File: config.mk
export PLATFORM = sky130hd
export DESIGN_NAME = netlist_comment_stripper
export DESIGN_NICKNAME = d
export VERILOG_FILES = /design/src/rtl/netlist_rd_pkg.sv /design/src/rtl/strip_out_fifo.sv /design/src/rtl/netlist_comment_stripper.sv
export SDC_FILE = /design/constraint.sdc
export NUM_CORES = 1
export LEC_CHECK = 0
export ABC_AREA = 1
export CORE_AREA = 2 2 89 91
export CTS_CLUSTER_DIAMETER = 150
export DETAILED_ROUTE_END_ITERATION = 16
export DIE_AREA = 0 0 91 93
export PLACE_DENSITY = 0.78
export SLEW_MARGIN = 10
export SYNTH_ARGS = -nofsm -noshare
export SYNTH_HDL_FRONTEND = slang
export SYNTH_HIERARCHICAL = 1
export SYNTH_SLANG_ARGS = --single-unit
export TNS_END_PERCENT = 10
File: constraint.sdc
create_clock -name clk -period 2.96 [get_ports clk]
set_input_delay 0.592 -clock clk [delete_from_list [all_inputs] [get_ports clk]]
set_output_delay 0.592 -clock clk [all_outputs]
set_load 0.02 [all_outputs]
File: src/rtl/netlist_rd_pkg.sv
// Shared definitions for the netlist reader front-end: comment-stripper
// state encoding, ASCII constants and the default statistics width.
package netlist_rd_pkg;

    typedef enum logic [2:0] {
        CODE       = 3'd0,
        SLASH      = 3'd1,
        LINE_C     = 3'd2,
        BLOCK_C    = 3'd3,
        BLOCK_STAR = 3'd4
    } strip_state_t;

    localparam logic [7:0] CH_SLASH = 8'h2F;
    localparam logic [7:0] CH_STAR  = 8'h2A;
    localparam logic [7:0] CH_NL    = 8'h0A;
    localparam logic [7:0] CH_SP    = 8'h20;

    localparam int CNT_W_DEFAULT = 16;

    // Build a FIFO entry: bit 8 marks the final byte of a file.
    function automatic logic [8:0] make_entry(input logic last, input logic [7:0] data);
        return {last, data};
    endfunction

endpackage

File: src/rtl/strip_out_fifo.sv
// Output buffer for the comment stripper: DEPTH x {last, data} entries.
// Two write lanes (push1 is only ever used together with push0), one read
// lane with the head entry presented directly on dout, and a free-entry
// count so the producer can tell whether a two-byte emission fits.
module strip_out_fifo #(
    parameter int DEPTH = 4,
    parameter int AW    = $clog2(DEPTH)
) (
    input  logic          clk,
    input  logic          rst_n,
    input  logic          push0,
    input  logic          push1,
    input  logic [8:0]    din0,
    input  logic [8:0]    din1,
    input  logic          pop,
    output logic [8:0]    dout,
    output logic          not_empty,
    output logic [AW:0]   free
);

    logic [8:0]    mem [DEPTH];
    logic [AW-1:0] wr_ptr;
    logic [AW-1:0] rd_ptr;
    logic [AW:0]   count;
    logic [AW:0]   n_push;
    logic [AW-1:0] wr_ptr_p1;

    // Number of entries written this cycle and the second write slot.
    always_comb begin
        n_push    = (AW+1)'(push0) + (AW+1)'(push1);
        wr_ptr_p1 = wr_ptr + AW'(1);
    end

    // Storage, pointers and occupancy; memory is cleared so the head reads 0 after reset.
    always_ff @(posedge clk or negedge rst_n) begin
        if (!rst_n) begin
            for (int i = 0; i < DEPTH; i++) begin
                mem[i] <= '0;
            end
            wr_ptr <= '0;
            rd_ptr <= '0;
            count  <= '0;
        end else begin
            if (push0) begin
                mem[wr_ptr] <= din0;
            end
            if (push1) begin
                mem[wr_ptr_p1] <= din1;
            end
            wr_ptr <= wr_ptr + n_push[AW-1:0];
            if (pop) begin
                rd_ptr <= rd_ptr + AW'(1);
            end
            count <= count + n_push - (AW+1)'(pop);
        end
    end

    assign dout      = mem[rd_ptr];
    assign not_empty = (count != '0);
    assign free      = (AW+1)'(DEPTH) - count;

endmodule

File: src/rtl/netlist_comment_stripper.sv
// Removes // and /* */ comments from a netlist byte stream.
// Input and output use valid/ready: a beat transfers on the rising clock
// edge where valid and ready are both high; the sender holds valid, data and
// last stable until that edge, and ready never depends on the same-side valid.
// Optional statistics counters are built when COMMENT_STATS_EN is defined;
// otherwise comment_cnt and line_cnt are tied to zero.
module netlist_comment_stripper
    import netlist_rd_pkg::*;
#(
    parameter int FIFO_DEPTH = 4,
    parameter int CNT_W      = CNT_W_DEFAULT
) (
    input  logic             clk,
    input  logic             rst_n,
    input  logic             in_valid,
    output logic             in_ready,
    input  logic [7:0]       in_data,
    input  logic             in_last,
    output logic             out_valid,
    input  logic             out_ready,
    output logic [7:0]       out_data,
    output logic             out_last,
    output logic             err_unterminated,
    output logic [CNT_W-1:0] comment_cnt,
    output logic [CNT_W-1:0] line_cnt
);

    localparam int FAW = $clog2(FIFO_DEPTH);

    strip_state_t state;
    strip_state_t nxt;
    logic         accept;
    logic         emit0;
    logic         emit1;
    logic [8:0]   ent0;
    logic [8:0]   ent1;
    logic         opened;
    logic         set_err;
    logic [8:0]   head;
    logic [FAW:0] free;

    // One beat may push two bytes ('/' plus the following byte), so only
    // accept when two slots are free.
    assign in_ready = (free >= (FAW+1)'(2));
    assign accept   = in_valid && in_ready;

    // Decode the current byte: what to emit, where to go next, side effects.
    always_comb begin
        nxt     = state;
        emit0   = 1'b0;
        emit1   = 1'b0;
        ent0    = '0;
        ent1    = '0;
        opened  = 1'b0;
        set_err = 1'b0;
        case (state)
            CODE: begin
                if (in_data == CH_SLASH) begin
                    if (in_last) begin
                        emit0 = 1'b1;
                        ent0  = make_entry(1'b1, CH_SLASH);
                    end else begin
                        nxt = SLASH;
                    end
                end else begin
                    emit0 = 1'b1;
                    ent0  = make_entry(in_last, in_data);
                end
            end
            SLASH: begin
                if (in_data == CH_SLASH || in_data == CH_STAR) begin
                    opened = 1'b1;
                    if (in_last) begin
                        emit0 = 1'b1;
                        ent0  = make_entry(1'b1, CH_SP);
                    end else begin
                        nxt = (in_data == CH_SLASH) ? LINE_C : BLOCK_C;
                    end
                end else begin
                    // The held slash was not a comment opener after all.
                    emit0 = 1'b1;
                    ent0  = make_entry(1'b0, CH_SLASH);
                    emit1 = 1'b1;
                    ent1  = make_entry(in_last, in_data);
                    nxt   = CODE;
                end
            end
            LINE_C: begin
                if (in_data == CH_NL) begin
                    emit0 = 1'b1;
                    ent0  = make_entry(in_last, CH_NL);
                    nxt   = CODE;
                end else if (in_last) begin
                    emit0 = 1'b1;
                    ent0  = make_entry(1'b1, CH_SP);
                end
            end
            BLOCK_C: begin
                if (in_data == CH_STAR) begin
                    nxt = BLOCK_STAR;
                end
                if (in_last) begin
                    emit0   = 1'b1;
                    ent0    = make_entry(1'b1, CH_SP);
                    set_err = 1'b1;
                end
            end
            BLOCK_STAR: begin
                if (in_data == CH_SLASH) begin
                    // A block comment collapses to one space.
                    emit0 = 1'b1;
                    ent0  = make_entry(in_last, CH_SP);
                    nxt   = CODE;
                end else begin
                    nxt = (in_data == CH_STAR) ? BLOCK_STAR : BLOCK_C;
                    if (in_last) begin
                        emit0   = 1'b1;
                        ent0    = make_entry(1'b1, CH_SP);
                        set_err = 1'b1;
                    end
                end
            end
            default: nxt = CODE;
        endcase
        if (in_last) begin
            nxt = CODE;
        end
    end

    // Stripper FSM and sticky unterminated-comment flag.
    always_ff @(posedge clk or negedge rst_n) begin
        if (!rst_n) begin
            state            <= CODE;
            err_unterminated <= 1'b0;
        end else if (accept) begin
            state <= nxt;
            if (set_err) begin
                err_unterminated <= 1'b1;
            end
        end
    end

`ifdef COMMENT_STATS_EN
    logic [CNT_W-1:0] comment_q;
    logic [CNT_W-1:0] line_q;

    // Saturating counts of comment openings and input newlines.
    always_ff @(posedge clk or negedge rst_n) begin
        if (!rst_n) begin
            comment_q <= '0;
            line_q    <= '0;
        end else if (accept) begin
            if (opened && comment_q != '1) begin
                comment_q <= comment_q + CNT_W'(1);
            end
            if (in_data == CH_NL && line_q != '1) begin
                line_q <= line_q + CNT_W'(1);
            end
        end
    end

    assign comment_cnt = comment_q;
    assign line_cnt    = line_q;
`else
    logic stats_unused;
    assign stats_unused = opened;
    assign comment_cnt  = '0;
    assign line_cnt     = '0;
`endif

    strip_out_fifo #(
        .DEPTH (FIFO_DEPTH)
    ) u_fifo (
        .clk       (clk),
        .rst_n     (rst_n),
        .push0     (accept && emit0),
        .push1     (accept && emit1),
        .din0      (ent0),
        .din1      (ent1),
        .pop       (out_valid && out_ready),
        .dout      (head),
        .not_empty (out_valid),
        .free      (free)
    );

    assign out_data = head[7:0];
    assign out_last = head[8];

endmodule
======== After elaboration in Yosys (flattened, before gate mapping) ========
Cells that the tools add are included.
word-level totals
  register bits ........................... 47
  bits of input ports ..................... 13
  logic and storage cells ................. 85
cells by class
  $add $sub $neg .......................... 7
  order comparisons ....................... 6
  eq/ne operators ......................... 10
  muxes and demuxes ....................... 39
  bitwise logic cells ..................... 3
  reductions and logical operators ........ 11
operators by type and width
  cell                   number
  $mux W9                12
  $bwmux W36             2
  $mux W36               2
  $pmux W9 S5            1
  $demux W9 S2           2
  $bmux W9 S2            1
  $mux W3                6
  $eq A8 B6 Y1 const B   2
  $pmux W3 S5            1
  $ge A3 B3 Y1 const B   3
  $mux W1                9
  $ne A3 B3 Y1 const B   3
  $not A2 Y3             3
  $eq A8 B4 Y1 const B   1
  $eq A3 B2 Y1 const B   2
  $logic_and A1 B1 Y1    6
  $lt A3 B1 Y1 const B   2
  $pmux W1 S5            1
  $add A2 B1 Y2 const B  2
  $reduce_and A4 Y1      1
  $add A3 B3 Y3          1
  $eq A3 B1 Y1 const B   1
  $eq A3 B3 Y1 const B   1
  $ge A3 B2 Y1 const B   1
  10 further kinds       10

======== Longest topological paths before layout ========
Gate-level depths: netlist of the first run.
  depth in word-level cells ............... 9
  gate-level depth with buffers ........... 18
  gate-level depth less buffers ........... 18

======== Modules after synthesis ========
Netlist of the first run, hierarchy kept.
by module, submodules not included
  module                    times used  cells each  area each (um2)  seq. area each (um2)
  strip_out_fifo            1           381         2,791.4          1,076.0
  netlist_comment_stripper  1           154         874.6            100.1

======== Worst setup path before layout of the first run ========
Ideal clock, no wire load.
  path kind ............................... register to register
  start ................................... register u_fifo.count[0]
  end ..................................... register u_fifo.count[2]
  library setup time ...................... 0.117 ns
  arrival ................................. 2.980 ns
  path slack .............................. -0.137 ns
  cell stages (with the launch flop) ...... 17
  buffers on the path ..................... 0
  cells stage by stage .................... dfrtp_1 -> inv_1 -> ha_1 -> ha_1 -> inv_1 -> or2_1 -> nand2_1 -> nor2_1 -> ha_1 -> inv_1 -> ha_1 -> inv_1 -> ha_1 -> fa_1 -> xor2_1 -> nor2_1 -> nor2_1
between the ends
  longest elaborated chain between the ends .. 7
  elaborated cells on any way between the ends .. 10
  classes of those cells .................. add/sub (4); order compare (1); reduce/logical (5)
RTL lines
  item                                           line                                                              RTL
  start, declared                                strip_out_fifo.sv:24                                              logic [AW:0] count;
  start signal, assigned                         strip_out_fifo.sv:54                                              count <= count + n_push - (AW+1)'(pop);
  $sub A3 B3 Y3 (*)                              strip_out_fifo.sv:60                                              assign free = (AW+1)'(DEPTH) - count;
  net free[2]                                    netlist_comment_stripper.sv:40                                    logic [FAW:0] free;
  $ge A3 B2 Y1 (*)                               netlist_comment_stripper.sv:44                                    assign in_ready = (free >= (FAW+1)'(2));
  net in_ready                                   netlist_comment_stripper.sv:16                                    output logic in_ready,
  $logic_and A1 B1 Y1 (*)                        netlist_comment_stripper.sv:45                                    assign accept = in_valid && in_ready;
  $logic_and A1 B1 Y1, on equally long branches  netlist_comment_stripper.sv:176, netlist_comment_stripper.sv:177
  $add A1 B1 Y2 (*)                              strip_out_fifo.sv:30                                              n_push = (AW+1)'(push0) + (AW+1)'(push1);
  $add A3 B3 Y3 (*)                              strip_out_fifo.sv:54
  $sub A3 B1 Y3 (*)                              strip_out_fifo.sv:54
Mark *: on every way through the listed nets, which the timed path passes. The rest lies on a longest branch.
A chain may end at the register's enable or synchronous reset.

======== Worst setup path after layout of the first run ========
  start ................................... register u_fifo.count[0]
  end ..................................... register u_fifo.count[2]
between the ends
  longest elaborated chain between the ends .. 7
  elaborated cells on any way between the ends .. 10
  classes of those cells .................. add/sub (4); order compare (1); reduce/logical (5)
RTL lines
  item                                           line
  $sub A3 B3 Y3 (*)                              strip_out_fifo.sv:60
  net free[2]                                    netlist_comment_stripper.sv:40
  $ge A3 B2 Y1 (*)                               netlist_comment_stripper.sv:44
  $logic_and A1 B1 Y1 (*)                        netlist_comment_stripper.sv:45
  $logic_and A1 B1 Y1, on equally long branches  netlist_comment_stripper.sv:176, netlist_comment_stripper.sv:177
  $add A1 B1 Y2 (*)                              strip_out_fifo.sv:30
  $add A3 B3 Y3 (*)                              strip_out_fifo.sv:54
  $sub A3 B1 Y3 (*)                              strip_out_fifo.sv:54
Marked as above.

==> results of run 1 <==
how the worst max path moves through the flow:
stage / startpoint / end / slack [ps] / depth (start not counted)
final: u_fifo/count[0]$_DFF_PN0_ / u_fifo/count[2]$_DFF_PN0_ / 30 / 17
after global routing: u_fifo/count[0]$_DFF_PN0_ / u_fifo/count[2]$_DFF_PN0_ / -70 / 18
after CTS: u_fifo/count[0]$_DFF_PN0_ / u_fifo/count[2]$_DFF_PN0_ / 7 / 18
after detailed placement: in_data[1] / u_fifo/count[2]$_DFF_PN0_ / -550 / 17
after global placement: in_data[1] / u_fifo/count[2]$_DFF_PN0_ / -460 / 17
after floorplan: u_fifo/count[0]$_DFF_PN0_ / u_fifo/count[2]$_DFF_PN0_ / 10 / 18
power by group through the flow:
stage                     logic [µW]  registers [µW]  clock network (µW)
after floorplan                 2160            1080                   0
after global placement          2600            1230                   0
after detailed placement        2670            1250                   0
after CTS                       2770            1240                 579
after global routing            3160            1270                 604
final                           2860            1250                 566
area by class of cell:
| type | instances | area [µm²] |
|---|---|---|
| fillers | 758 | 3320 |
| multi-input cells | 382 | 1970 |
| flip-flops and latches | 47 | 1180 |
| repair buffers | 55 | 462 |
| inverters | 87 | 332 |
| well taps | 102 | 128 |
| clock buffers | 5 | 68.8 |
| clock inverters | 3 | 67.6 |
routing by layer:
layer	track usage, %	part of all wire [%]
met5	0	0
met4	7.58	2.8
met3	3.38	6.7
met2	38.1	49
met1	29.8	42
sequential cells by signal, summed over array words and instances, names as in the netlist:
name	flops
u_fifo/mem	36
state	3
u_fifo/count	3
u_fifo/rd_ptr	2
u_fifo/wr_ptr	2
err_unterminated	1
through the flow:
step / TNS (ps) / util, % / cells / setup slack, ps
after global routing: -68.3 / 55.9 / 681 / -68.3
final: 0 / 55.9 / 681 / 31.6
after detailed placement: -1140 / 52.5 / 665 / -546
after floorplan: 0 / - / 565 / 14.0
after global placement: -644 / 52.5 / 665 / -457
after CTS: 0 / 55.6 / 680 / 6.65
repair_timing:
action / CTS / global route
endpoints found under the hold margin: 0 / 0
setup buffers: 7 / 1
pin swaps: 19 / 4
setup endpoints to repair: 1 / 1
resized for setup: 27 / 3
cell usage in the layout (no fill, tap or decap), types with 2 or more instances in the layout:
cell type        instances
xor2_1                   3
nand4_1                 18
nor2_2                   4
o211ai_1                 9
o21ai_0                 11
o21ai_1                  3
nor2_4                   7
xnor2_1                  2
nand2_1                168
dlygate4sd2_1            8
clkbuf_8                 5
buf_4                   30
conb_1                  32
inv_1                   69
clkinv_1                 2
nor2_1                  19
inv_4                    2
bufinv_16                2
ha_1                     4
ha_2                     2
nand2_2                 10
clkdlybuf4s50_1         15
a21oi_1                 14
nand2_4                  3
inv_2                   14
nand3_4                  3
nand3_1                 57
nand3_2                  4
dfrtp_1                 47
==> results.yml, run 1 <==
layout:
  final_nets: 599
  antennaDiodeCount: 0
  synthToLayoutAreaGrowth_pct: 15.0
  drive_above_1_share_pct: 16.6
  final_cell_area_um2: 4210
grt:
  grt_pass1_vias: 3156
  grt_pass1_wl_mm: 15.4
  grt_antenna_before_repair: 0
  grt_max_degree: 37
  grt_remaining_overflow: 0
  grt_use_total_pct: 22.6
timing:
  holdWs_ps: 203
  fin_crit_sh_pct: 98.9
  min_period_ps: 2930
  hold_viol: 0
  grt_setup_unrepaired: "yes"
  tightest_slew_ps: 936
  finalSetupViolCount: 0
  slew_headroom_pct: 37.6
  maxSlewViolCount: 0
  fmax_ghz: 0.341
  finalClockSkew_ps: 7.44
route:
  dr.pass1.iters: 5
  drt-total-wl_mm: 9.67
  wire_per_inst_um: 14.2
  antenna_left: 0
  drt-initial-drc-count: 413
  dr_total_vias: 3463
  viasPerCell: 5.09
  drcViolationCount: 0
setup_path:
  r2r_setup_slack_ps: 30
  slowest_stage: "dfrtp_1"
  crit_top_cell: "inv_1"
  required_ps: 3160
  r2r_cells: 17
  cp_max_fo: 2
  timing.rr.start: "u_fifo/count[0]$_DFF_PN0_"
  start_kind: "register"
  crit_type: "reg2reg"
  slowest_delay_ps: 360
  path_buf_inv: 5
  r2r_end: "u_fifo/count[2]$_DFF_PN0_"
  cp.arrival_ps: 3130
  critPathCaptureType: "register"
  cp_cell_sequence: "inv_1, ha_2, ha_4, inv_2, or2_4, nand2_4, buf_6, nor2_2, ha_1, inv_1, ha_1, inv_1, ha_2, fa_2, xor2_1, nor2_1, nor2_1"
  critPathTopFamily: "adder cells"
floorplanning:
  coreArea_um2: 7530
  die_area_um2: 8460
  die_width_um: 91
  die_h_um: 93
  io_pins: 57
  rows: 32
  initial_core_util_pct: 48.6
power:
  p_switching_uw: 2270
  p_sw_share_pct: 48.7
  ir_drop_mv: 0.610
  p_clk_share_pct: 12.1
  p_leak_uw: 0.00224
  p_per_area_nw_per_um2: 1110
  seq_power_share_pct: 26.7
  p_int_uw: 2400
  comb_power_share_pct: 61.2
  power.total_uw: 4670
job:
  max-cap-violations: 0
status:
  outcome: "finished clean"
synth:
  syn-cell-area_um2: 3660
  yosysWarnings: 6
  synthCells: 534
  syn_avg_cell_area_um2: 6.85
cts:
  cts_hold_buf: 0
  htreeDepth: 2
  cts_sinks: 47
  cts_tree: "yes"
  clk_pin_slew_ps: 90
  clock_latency_ps: 300
  cts_buffers: 5
  root_buffer: "clkbuf_8"
  cts_max_path_buffers: 2
place:
  io_buffers: 24
  dp_hpwl_mm: 6.62
  placed_area_um2: 3950
  gp_congestion: 0.942
min_path:
  hold_class: "in2async"
Power figures use the tool's default switching activity.
==> run 2: changes to the inputs <==
--- a/config.mk
+++ b/config.mk
@@ -6,11 +6,11 @@
 export NUM_CORES = 1
 export LEC_CHECK = 0
 export ABC_AREA = 1
-export CORE_AREA = 2 2 89 91
-export CTS_CLUSTER_DIAMETER = 150
+export CORE_AREA = 2 2 99 101
+export CTS_CLUSTER_DIAMETER = 120
 export DETAILED_ROUTE_END_ITERATION = 16
-export DIE_AREA = 0 0 91 93
-export PLACE_DENSITY = 0.78
+export DIE_AREA = 0 0 101 103
+export PLACE_DENSITY = 0.65
 export SLEW_MARGIN = 10
 export SYNTH_ARGS = -nofsm -noshare
 export SYNTH_HDL_FRONTEND = slang
==> run 2 against run 1 <==
Against the previous run:
- utilization is 8.8 points lower
- critical path depth is 1 higher
- critical endpoint unchanged
- worst setup slack gained 45 ps
- clock-buffer cell count grew 1
- sequential cell count unchanged
- wire length up 6.3%
- sequential power barely moved
- via count grew 2.9%
- register-to-register slack improved by 50 ps
- combinational power rose by 4%
- first-iteration DRC count decreased by 42%
- power rose by 1.1%
==> results.yml, run 2 (synthesized netlist as in run 1, its figures left out) <==
route:
  wl_met2_mm: 5.35
  dr_total_vias: 3564
  top_layer_used: "met4"
  drcViolationCount: 0
  wire_per_inst_um: 14.3
  viasPerCell: 4.96
  drt-met1-wl_mm: 4.16
  drt-total-wl_mm: 10.3
  drt-initial-drc-count: 239
  antenna_left: 0
  dr.pass1.iters: 6
  wl_met3_um: 442
timing:
  fin_crit_sh_pct: 97.4
  grt_setup_unrepaired: "yes"
  finalClockSkew_ps: 11.5
  maxSlewViolCount: 0
  slew_headroom_pct: 41.1
  fmax_ghz: 0.347
  min_period_ps: 2880
  hold_viol: 0
  finalSetupViolCount: 0
  tightest_slew_ps: 883
  holdWs_ps: 368
  tns_ps: 0
setup_path:
  cp_max_fo: 2
  critPathCaptureType: "register"
  required_ps: 3170
  cp.arrival_ps: 3100
  critPathTopFamily: "adder cells"
  path_buf_inv: 5
  r2r_setup_slack_ps: 80
  crit_type: "reg2reg"
  cp_cell_sequence: "inv_1, ha_2, ha_4, inv_2, or2_4, nand2_4, inv_4, nand2_4, a21oi_4, ha_4, inv_4, ha_4, inv_2, ha_4, fa_2, xnor2_1, nor2_1, nor2_1"
  crit_top_cell: "ha_4"
  slowest_stage: "dfrtp_1"
  slowest_delay_ps: 360
  start_kind: "register"
grt:
  grt_pass1_vias: 3638
  grt_max_degree: 48
  grt_remaining_overflow: 0
  grt_pass1_wl_mm: 17.0
  grt_use_total_pct: 20.7
  grt_antenna_before_repair: 0
layout:
  synthToLayoutAreaGrowth_pct: 21.7
  top_register: "u_fifo/mem"
  fin_util_pct: 47.1
  antennaDiodeCount: 0
  regArea_um2: 1180
  final_nets: 624
  mostFrequentLayoutCell: "nand2_1"
  final_cell_mix: "167 x nand2_1, 67 x inv_1, 57 x nand3_1"
  drive_above_1_share_pct: 20.9
  reg_top3: "u_fifo/mem x36, state x3, u_fifo/count x3"
  largest_register_ffs: 36
  multi_input_area_um2: 2030
  nFillCells: 954
  final_cell_area_um2: 4450
  final_cells: 718
job:
  max-cap-violations: 0
power:
  p_switching_uw: 2320
  seq_power_share_pct: 26.2
  p_per_area_nw_per_um2: 1060
  p_sw_share_pct: 49.1
  p_leak_uw: 0.00236
  p_int_uw: 2410
  ir_drop_mv: 0.777
  p_clk_share_pct: 11.0
  comb_power_share_pct: 62.9
cts:
  cts_sinks: 47
  cts_buffers: 5
  cts_tree: "yes"
  cts_max_path_buffers: 2
  htreeDepth: 2
  clock_latency_ps: 310
  root_buffer: "clkbuf_8"
  clk_pin_slew_ps: 100
floorplanning:
  rows: 36
  die_area_um2: 10400
  die_h_um: 103
  initial_core_util_pct: 38.7
  io_pins: 57
  die_width_um: 101
  coreArea_um2: 9460
place:
  gp_congestion: 0.865
  placed_area_um2: 4030
  dp_hpwl_mm: 6.90
  io_buffers: 24
  dpl.cell_count: 685
status:
  outcome: "finished clean"
min_path:
  hold_class: "in2async"
-- run 2: power by group through the flow --
stage / Combinational, µW / Sequential [µW] / Clock, µW
after floorplan: 2160 / 1080 / 0
after global placement: 2680 / 1230 / 0
after detailed placement: 2740 / 1240 / 0
after CTS: 2810 / 1230 / 526
after global routing: 3330 / 1270 / 552
final: 2970 / 1230 / 517
-- run 2: area by class of cell --
cell class                 count  area share, %
clock inverter                 2          0.871
clock buffer                   6           1.85
tap                          114           3.20
inverter                      87           7.50
multi-input combinational    382           45.6
timing repair buffer          80           14.6
sequential                    47           26.4
-- run 2: worst paths after layout --
| path | start | to | cells past startpoint |
|---|---|---|---|
| max | u_fifo/count[1]$_DFF_PN0_ | u_fifo/count[2]$_DFF_PN0_ | 18 |
| min | rst_n | state[1]$_DFFE_PN0P_ | 2 |
| max reg2reg | u_fifo/count[1]$_DFF_PN0_ | u_fifo/count[2]$_DFF_PN0_ | 18 |
| min reg2reg | err_unterminated$_DFFE_PN0P_ | err_unterminated$_DFFE_PN0P_ | 1 |
| max in group asynchronous | rst_n | u_fifo/mem[15]$_DFF_PN0_ | 2 |
| min in group clk | err_unterminated$_DFFE_PN0P_ | err_unterminated$_DFFE_PN0P_ | 1 |
-- run 2: metrics by stage --
step	setup WS [ps]	power, µW
2_1_floorplan	14.0	3240
3_3_place_gp	-448	3910
4_1_cts	5.16	4570
5_1_grt	-45.4	5160
3_5_place_dp	-530	3990
6_report	77.0	4720
-- run 2: timing repair --
item                                    in CTS  in global routing
gates resized for setup                     24                 16
pin swaps                                   17                 10
buffers inserted                            25                  0
hold buffers                                 0                  0
endpoints found under the setup margin       1                  2
-- run 2: per-layer routing --
layer	up-vias	GRT usage [%]
met5	-	0
met4	0	10.2
met3	27	3.39
met2	109	37.1
met1	1681	24.2
li1	1747	-
==> run 3: changes to the inputs <==
--- a/config.mk
+++ b/config.mk
@@ -10,7 +10,7 @@
 export CTS_CLUSTER_DIAMETER = 120
 export DETAILED_ROUTE_END_ITERATION = 16
 export DIE_AREA = 0 0 101 103
-export PLACE_DENSITY = 0.65
+export PLACE_DENSITY = 0.62
 export SLEW_MARGIN = 10
 export SYNTH_ARGS = -nofsm -noshare
 export SYNTH_HDL_FRONTEND = slang
==> constraint.sdc (replaced) <==
create_clock -name clk -period 3.37 [get_ports clk]
set_input_delay 0.674 -clock clk [delete_from_list [all_inputs] [get_ports clk]]
set_output_delay 0.674 -clock clk [all_outputs]
set_load 0.02 [all_outputs]
==> run 3 against run 2 <==
Against the previous run:
- global-route usage fell by 2.2 points
- via count decreased by 6.1%
- critical path depth is 1 lower
- highest routed layer unchanged
- first-iteration DRC count grew 1.3%
- hold slack got worse by 60 ps
- critical path type is now in2reg
- clock-buffer cell count rose by 2
==> results.yml, run 3 (synthesized netlist as in run 1, its figures left out) <==
status:
  outcome: "finished clean"
route:
  drcViolationCount: 0
  drt-total-wl_mm: 9.30
  drt-initial-drc-count: 242
  viasPerCell: 4.90
  dr_total_vias: 3345
  antenna_left: 0
  wire_per_inst_um: 13.6
  dr.pass1.iters: 5
layout:
  nFillCells: 998
  synthToLayoutAreaGrowth_pct: 10.7
  reg_top3: "u_fifo/mem x36, state x3, u_fifo/count x3"
  mostFrequentLayoutCell: "nand2_1"
  top_register: "u_fifo/mem"
  final_cell_mix: "176 x nand2_1, 72 x inv_1, 58 x nand3_1"
  final_cell_area_um2: 4050
  final_nets: 588
  largest_register_ffs: 36
  drive_above_1_share_pct: 11.4
  antennaDiodeCount: 0
power:
  ir_drop_mv: 0.441
  p_per_area_nw_per_um2: 937
  p_leak_uw: 0.00217
timing:
  hold_viol: 0
  tightest_slew_ps: 850
  finalClockSkew_ps: 10.0
  finalSetupViolCount: 0
  fin_crit_sh_pct: 95.8
  tns_ps: 0
  fmax_ghz: 0.310
  grt_setup_unrepaired: "no"
  maxSlewViolCount: 0
  min_period_ps: 3230
  slew_headroom_pct: 43.3
grt:
  grt_pass1_wl_mm: 15.2
  grt_remaining_overflow: 0
  grt_antenna_before_repair: 0
  grt_use_total_pct: 18.5
  grt_pass1_vias: 3083
  grt_max_degree: 48
job:
  max-cap-violations: 0
place:
  dp_hpwl_mm: 6.63
  placed_area_um2: 3930
  io_buffers: 24
  gp_congestion: 0.900
cts:
  cts_max_path_buffers: 2
  clock_latency_ps: 300
  cts_buffers: 5
  cts_sinks: 47
  postCtsSetupBuffers: 0
  htreeDepth: 2
  clk_pin_slew_ps: 90
  cts_hold_buf: 0
  root_buffer: "clkbuf_8"
  post_cts_resized: 0
  cts_tree: "yes"
setup_path:
  required_ps: 3560
  cp.arrival_ps: 3420
  crit_type: "in2reg"
  r2r_setup_slack_ps: 300
  critPathCaptureType: "register"
  cp_max_fo: 3
  start_kind: "input port"
floorplanning:
  die_h_um: 103
  rows: 36
  initial_core_util_pct: 38.7
  die_width_um: 101
  io_pins: 57
  coreArea_um2: 9460
  die_area_um2: 10400
min_path:
  hold_class: "in2async"
-- run 3: cell count changes in the layout (fill, tap and decap cells not counted), moves of 5 or more --
cell / before / now
ha_1: 2 / 7
nand2_1: 167 / 176
inv_1: 67 / 72
dlygate4sd2_1: 8 / 0
nand2_2: 9 / 3
clkdlybuf4s50_1: 15 / 23
buf_4: 55 / 19
-- run 3: path summary, 6_finish.rpt --
check	to	start	cells after the start
worst max register to register	u_fifo/count[2]$_DFF_PN0_	u_fifo/count[0]$_DFF_PN0_	18
min in group clk	err_unterminated$_DFFE_PN0P_	err_unterminated$_DFFE_PN0P_	1
worst min-delay path	u_fifo/mem[20]$_DFF_PN0_	rst_n	1
worst min register to register	err_unterminated$_DFFE_PN0P_	err_unterminated$_DFFE_PN0P_	1
max in group asynchronous	u_fifo/mem[10]$_DFF_PN0_	rst_n	2
worst max-delay path	u_fifo/count[2]$_DFF_PN0_	in_data[3]	17
-- run 3: worst max-delay path, cell delays in order --
cell and delay (ps):
clkdlybuf4s50_1 480, nand2_1 90, nor2_2 190, nand3_1 120
nand2_1 90, nand2_1 50, nor2_1 130, a21oi_2 80
ha_1 290, inv_1 40, ha_1 260, inv_1 30
ha_1 180, fa_1 410, xor2_1 180, nor2_1 90
nor2_1 40
-- run 3: per-layer routing --
layer | up-vias | global-route usage (%) | routed length, µm
li1 | 1679 | - | -
met1 | 1532 | 24.7 | 4120
met2 | 122 | 31.4 | 4550
met3 | 12 | 2.85 | 480
met4 | 0 | 5.20 | 150
met5 | - | 0 | 0
-- run 3: cell type report --
type / instances / area, µm² / share of cell area (%)
tap: 114 / 143 / 3.52
sequential: 47 / 1180 / 29.0
clock buffer: 8 / 100 / 2.47
timing repair buffer: 44 / 398 / 9.82
multi-input combinational: 382 / 1910 / 47.0
inverter: 87 / 329 / 8.12
-- run 3: per-stage QoR --
step                      std cells  hold WS (ps)  setup WS [ps]  utilization (%)  total power (µW)
after floorplan                 565           378            296                -              2830
after global placement          673           467           -147             41.6              3370
after detailed placement        673           463           -184             41.6              3420
after CTS                       681           490            129             42.6              3810
after global routing            682           318           16.2             42.8              4150
final                           682           308            141             42.8              3800
-- run 3: report_power, final --
part | internal (µW) | switching (µW) | total (µW)
combinational | 859 | 1470 | 2330
sequential | 851 | 236 | 1090
clock | 188 | 190 | 378
